File: config.mk
export PLATFORM = sky130hd
export DESIGN_NAME = bad_bullet_pool
export DESIGN_NICKNAME = d
export VERILOG_FILES = /design/src/rtl/game_pkg.sv /design/src/rtl/bad_bullet_slot.sv /design/src/rtl/bad_bullet_pool.sv
export SDC_FILE = /design/constraint.sdc
export NUM_CORES = 1
export LEC_CHECK = 0
export BUFFER_PORTS_ARGS = -buffer_cell sky130_fd_sc_hd__clkbuf_2
export CORE_ASPECT_RATIO = 1.25
export CORE_MARGIN = 5
export CORE_UTILIZATION = 45
export DETAILED_ROUTE_END_ITERATION = 10
export PLACE_DENSITY = 0.72
export SETUP_SLACK_MARGIN = 0.3
export SLEW_MARGIN = 25
export SYNTH_ARGS = -nofsm -noshare
export SYNTH_HDL_FRONTEND = slang
export SYNTH_HIERARCHICAL = 1
export SYNTH_SLANG_ARGS = --single-unit
File: constraint.sdc
create_clock -name clk -period 3.4 [get_ports clk]
set_clock_uncertainty 0.15 [all_clocks]
set_input_delay 0 -clock clk [delete_from_list [all_inputs] [get_ports clk]]
set_output_delay 0 -clock clk [all_outputs]
set_load 0.05 [all_outputs]
File: src/rtl/game_pkg.sv
// ============================================================================
// game_pkg : shared game geometry, bullet record and the hitbox overlap test
// Optional feature macro: BULLET_AIM_EN (vertical aiming of enemy bullets)
// Revision : 1.0
// ============================================================================
`default_nettype none

package game_pkg;

  localparam logic signed [12:0] MAP_X          = 13'sd600;
  localparam logic signed [12:0] MAP_Y          = 13'sd440;
  localparam logic signed [12:0] PLAYER_X       = 13'sd16;
  localparam logic signed [12:0] PLAYER_Y       = 13'sd32;
  localparam logic signed [12:0] SQUAT_PLAYER_Y = 13'sd16;
  localparam logic signed [12:0] BULLET_X       = 13'sd4;
  localparam logic signed [12:0] BULLET_Y       = 13'sd4;
  localparam logic signed [12:0] BULLET_STEP_X  = 13'sd8;
  localparam logic signed [12:0] BULLET_STEP_Y  = 13'sd2;

  typedef struct packed {
    logic signed [10:0] x;
    logic signed [9:0]  y;
    logic               act;
    logic signed [1:0]  dir;
  } bullet_t;

  // Overlap of a bullet box centred at (bx,by) with the player box of half-height hh.
  function automatic logic hit_box(
    input logic signed [12:0] bx,
    input logic signed [12:0] by,
    input logic signed [12:0] px,
    input logic signed [12:0] py,
    input logic signed [12:0] hh
  );
    return ((bx - BULLET_X) < (px + PLAYER_X)) &&
           ((bx + BULLET_X) > (px - PLAYER_X)) &&
           !((by - BULLET_Y) > (py + hh)) &&
           !((by + BULLET_Y) < (py - hh));
  endfunction

endpackage

`default_nettype wire

File: src/rtl/bad_bullet_slot.sv
// ============================================================================
// bad_bullet_slot : one enemy bullet slot - load, move, map exit and player hit
// Optional feature macro: BULLET_AIM_EN (per-slot vertical direction)
// Revision : 1.0
// ============================================================================
`default_nettype none

module bad_bullet_slot
  import game_pkg::*;
#(
  parameter logic signed [12:0] STEP_X = BULLET_STEP_X
) (
  input  logic              clk,
  input  logic              rst_n,
  input  logic              tick,
  input  logic              spawn_load,
  input  logic signed [10:0] spawn_x,
  input  logic signed [9:0] spawn_y,
`ifdef BULLET_AIM_EN
  input  logic signed [1:0] spawn_dir,
`endif
  input  logic signed [10:0] xPlayer,
  input  logic signed [9:0] yPlayer,
  input  logic              isQ,
  output bullet_t           bullet,
  output logic              hit
);

  logic signed [12:0] nx;
  logic signed [12:0] ny;
  logic signed [12:0] hh;
  logic               hit_now;
  logic               exit_now;

  always_comb begin
    nx = 13'($signed(bullet.x)) - STEP_X;
`ifdef BULLET_AIM_EN
    ny = 13'($signed(bullet.y)) + 13'($signed(bullet.dir)) * BULLET_STEP_Y;
    if (ny > (MAP_Y - BULLET_Y)) begin
      ny = MAP_Y - BULLET_Y;
    end else if (ny < (BULLET_Y - MAP_Y)) begin
      ny = BULLET_Y - MAP_Y;
    end
`else
    ny = 13'($signed(bullet.y));
`endif
    hh       = isQ ? SQUAT_PLAYER_Y : PLAYER_Y;
    hit_now  = hit_box(nx, ny, 13'(xPlayer), 13'(yPlayer), hh);
    exit_now = nx < (BULLET_X - MAP_X);
  end

  // A hit takes precedence over leaving the map so it is always reported.
  always_ff @(posedge clk) begin
    if (!rst_n) begin
      bullet <= '0;
      hit    <= 1'b0;
    end else begin
      hit <= 1'b0;
      if (tick) begin
        if (spawn_load) begin
          bullet.x   <= spawn_x;
          bullet.y   <= spawn_y;
          bullet.act <= 1'b1;
`ifdef BULLET_AIM_EN
          bullet.dir <= spawn_dir;
`endif
        end else if (bullet.act) begin
          bullet.x <= nx[10:0];
          bullet.y <= ny[9:0];
          if (hit_now) begin
            bullet.act <= 1'b0;
            hit        <= 1'b1;
          end else if (exit_now) begin
            bullet.act <= 1'b0;
          end
        end
      end
    end
  end

endmodule

`default_nettype wire

File: src/rtl/bad_bullet_pool.sv
// ============================================================================
// bad_bullet_pool : N_BULLET enemy bullet slots with spawn priority and cooldown
// Optional feature macro: BULLET_AIM_EN (bullets steer vertically toward player)
// Revision : 1.0
// ============================================================================
`default_nettype none

module bad_bullet_pool
  import game_pkg::*;
#(
  parameter int                 N_BULLET = 4,
  parameter logic signed [12:0] STEP_X   = BULLET_STEP_X,
  parameter int                 COOLDOWN = 16,
  parameter int                 CD_W     = $clog2(COOLDOWN + 1)
) (
  input  logic                    clk,
  input  logic                    rst_n,
  input  logic                    tick,
  input  logic                    attack,
  input  logic                    defend,
  input  logic signed [10:0]      xEnemy,
  input  logic signed [9:0]       yEnemy,
  input  logic signed [10:0]      xPlayer,
  input  logic signed [9:0]       yPlayer,
  input  logic                    isQ,
  output logic [N_BULLET*11-1:0]  x,
  output logic [N_BULLET*10-1:0]  y,
  output logic [N_BULLET-1:0]     isE,
  output logic [N_BULLET-1:0]     hitMask,
  output logic                    isHit
);

  // COOLDOWN=0 gives a zero-width counter; keep at least one bit.
  localparam int CNT_W = (CD_W < 1) ? 1 : CD_W;

  logic [CNT_W-1:0]    cooldown;
  logic [N_BULLET-1:0] sel;
  logic [N_BULLET-1:0] load;
  logic                found;
  logic                spawn;
  logic signed [12:0]  spawn_x13;
`ifdef BULLET_AIM_EN
  logic signed [12:0]  dy;
  logic signed [1:0]   spawn_dir;
`endif

  always_comb begin
    sel   = '0;
    found = 1'b0;
    for (int i = 0; i < N_BULLET; i++) begin
      if (!isE[i] && !found) begin
        sel[i] = 1'b1;
        found  = 1'b1;
      end
    end
    spawn     = tick && attack && !defend && (cooldown == '0) && found;
    load      = spawn ? sel : '0;
    spawn_x13 = 13'(xEnemy) - PLAYER_X - BULLET_X;
  end

`ifdef BULLET_AIM_EN
  always_comb begin
    dy = 13'(yPlayer) - 13'(yEnemy);
    if (dy > 13'sd0) begin
      spawn_dir = 2'sd1;
    end else if (dy < 13'sd0) begin
      spawn_dir = -2'sd1;
    end else begin
      spawn_dir = 2'sd0;
    end
  end
`endif

  always_ff @(posedge clk) begin
    if (!rst_n) begin
      cooldown <= '0;
    end else if (tick) begin
      if (spawn) begin
        cooldown <= CNT_W'(COOLDOWN);
      end else if (cooldown != '0) begin
        cooldown <= cooldown - CNT_W'(1);
      end
    end
  end

  for (genvar i = 0; i < N_BULLET; i++) begin : g_slot
    bullet_t st;

    bad_bullet_slot #(
      .STEP_X (STEP_X)
    ) u_slot (
      .clk        (clk),
      .rst_n      (rst_n),
      .tick       (tick),
      .spawn_load (load[i]),
      .spawn_x    (spawn_x13[10:0]),
      .spawn_y    (yEnemy),
`ifdef BULLET_AIM_EN
      .spawn_dir  (spawn_dir),
`endif
      .xPlayer    (xPlayer),
      .yPlayer    (yPlayer),
      .isQ        (isQ),
      .bullet     (st),
      .hit        (hitMask[i])
    );

    assign x[11*i +: 11] = st.x;
    assign y[10*i +: 10] = st.y;
    assign isE[i]        = st.act;
  end

  assign isHit = |hitMask;

endmodule

`default_nettype wire

==> flow_summary_export.csv <==
group,metric,value,unit
status,outcome,"completed",
sta,max_freq,296,MHz
placed_design,place.gp.congestion,0.969,
synth,syn_inst,1743,
layout,design_area,0.0163,sq mm
floorplanning,initial_core_util,0.455,
sta,holdWs,0.0499,ns
global_route,antenna_found_initial,1,
placed_design,place_area,0.0149,sq mm
synth,synth_area_per_cell,7.61,sq um
setup_path,crit_fanout,7,
global_route,grt_max_degree,65,
pwr,finalPower,5.22,mW
synth,syn-cell-area,0.0133,sq mm
detailed_routing,via_count,13600,
placed_design,port_buffers,140,
pwr,power_density,321,mW/mm^2
sta,rsz0062_at_grt,"yes",
layout,nets,2261,
sta,hold_viol_final,0,
detailed_routing,viasPerCell,5.72,
detailed_routing,antenna_left,0,
clock_network,clk_latency,0.37,ns
floorplanning,core_area,0.0292,sq mm
detailed_routing,drc,0,
clock_network,cts-root-buf,"clkbuf_16",
clock_network,clock_path_buffers,2,
clock_network,cts_buffers,9,
floorplanning,num_rows,70,
floorplanning,fp.dieW,164,microns
clock_network,h-tree-depth,3,
sta,worst_slew_pin_slew,1.13,ns
floorplanning,num_io_pins,141,
pwr,ir_drop,0.292,mV
sta,period_needed,3.38,ns
sta,min_period_over_period,0.993,
global_route,grt.overflow.total,0,
clock_network,worst_setup_hold_path_clk_slew,0.08,ns
detailed_routing,wl_per_cell,18.5,microns
sta,final_max_slew_viol_count,0,
setup_path,timing.critical_path.to_type,"flip-flop",
global_route,grt_first_pass_wirelength,69.3,mm
setup_path,critPathRequiredTime,3.57,ns
run,drv_cap,0,
pwr,p_leak,7.03,nW
floorplanning,die_y,202,microns
placed_design,hpwlAfterDp,33.6,mm
layout,seq_area,0.00200,sq mm
setup_path,path_class,"flip-flop to flip-flop",
sta,setup_ws,0.0245,ns
worst_hold_path,hold_class,"input port to flip-flop",
clock_network,cts_tree,"built",
synth,synth_fp_nets,2024,
layout,fillers,2723,
floorplanning,die_area,0.0330,sq mm
layout,drive_gt1_frac,0.215,
setup_path,startpoint_type,"flip-flop",
synth,ys_warn_count,6,
global_route,grt_pass1_vias,13500,
global_route,grt_usage,0.261,
sta,setup_viol,0,
detailed_routing,drt_iter0_markers,1009,
detailed_routing,first_pass_iters,5,
sta,slew_headroom,0.246,
layout,synthToLayoutAreaGrowth,22.6,%
layout,n_antenna_cell,0,
layout,multi_input_area,0.0110,sq mm
detailed_routing,wl,44.0,mm
placed_design,place_ws,-0.0221,ns
clock_network,cts.sink_count,97,
setup_path,crit_arrival,3.54,ns
-- registers in the layout (all words and copies together) (netlist names) --
| signal | cells |
|---|---|
| g_slot.u_slot/bullet | 88 |
| g_slot.u_slot/hit | 4 |
| cooldown | 5 |
-- per-stage QoR --
stage	TNS, ns	std cells	util
floorplan	0	1743	-
global placement	0	2288	0.511
detailed placement	-0.0221	2288	0.511
CTS	0	2372	0.551
global route	-0.492	2381	0.558
finish	0	2381	0.558
-- metal layers --
metal  track usage  part of all wire  wire length, microns
met2         0.459              0.48                 21300
met4         0.140             0.059                  2610
met5             0           0.00030                    13
met3        0.0453             0.069                  3030
met1         0.298              0.39                 17100
-- repair_timing --
action / CTS / global route
endpoints found under the hold margin: 52 / 0
hold buffers: 15 / 0
setup buffers: 53 / 9
setup endpoints to repair: 8 / 10
pin swaps: 57 / 35
gates resized for setup: 48 / 29
-- worst paths after layout --
check,from,to,cells after the start,slack [ns]
worst max-delay path,g_slot[3].u_slot/bullet[17],g_slot[3].u_slot/hit,14,0.02
worst min-delay path,tick,cooldown[0],5,0.05
worst min register to register,cooldown[0],cooldown[0],2,0.33
worst max register to register,g_slot[3].u_slot/bullet[17],g_slot[3].u_slot/hit,14,0.02
-- report_power, final --
group	switching [mW]	internal [mW]
sequential	0.0660	1.18
combinational	1.60	1.25
clock	0.539	0.587
-- placed cells by master (no fill, tap or decap), types with 18 or more instances in the layout --
cell type  instances
a21o_1            23
xnor2_1          117
nand3_1           70
a21boi_0          62
nand4_1           29
dfxtp_1           78
a21oi_1          100
nor2b_1           20
nand2b_1          18
nor3_1            42
o22ai_1           23
o21ai_0           75
nor2_1            96
inv_1            116
clkbuf_2         139
buf_4            133
and3_1            19
ha_1             220
nand2_1          208
xor2_1            70
-- cell type report --
| class | instances | share of cell area |
|---|---|---|
| inverters | 127 | 0.0308 |
| flip-flops and latches | 97 | 0.123 |
| repair buffers | 293 | 0.118 |
| clock inverters | 7 | 0.00508 |
| multi-input cells | 1452 | 0.679 |
| well taps | 396 | 0.0305 |
| clock buffers | 9 | 0.0138 |
-- worst max-delay path, cell delays in order (launching register included) --
cell and delay, ns:
dfxtp_4 0.38, inv_4 0.07, ha_4 0.12, or4b_4 0.50
nor3_4 0.31, nor2_8 0.07, nor3_4 0.14, a21oi_1 0.10
ha_1 0.31, nand4_1 0.17, a211oi_1 0.21, nor4_1 0.09
and4b_1 0.21, nor4_4 0.27, and4_1 0.22
(Power assumes the default switching activity.)
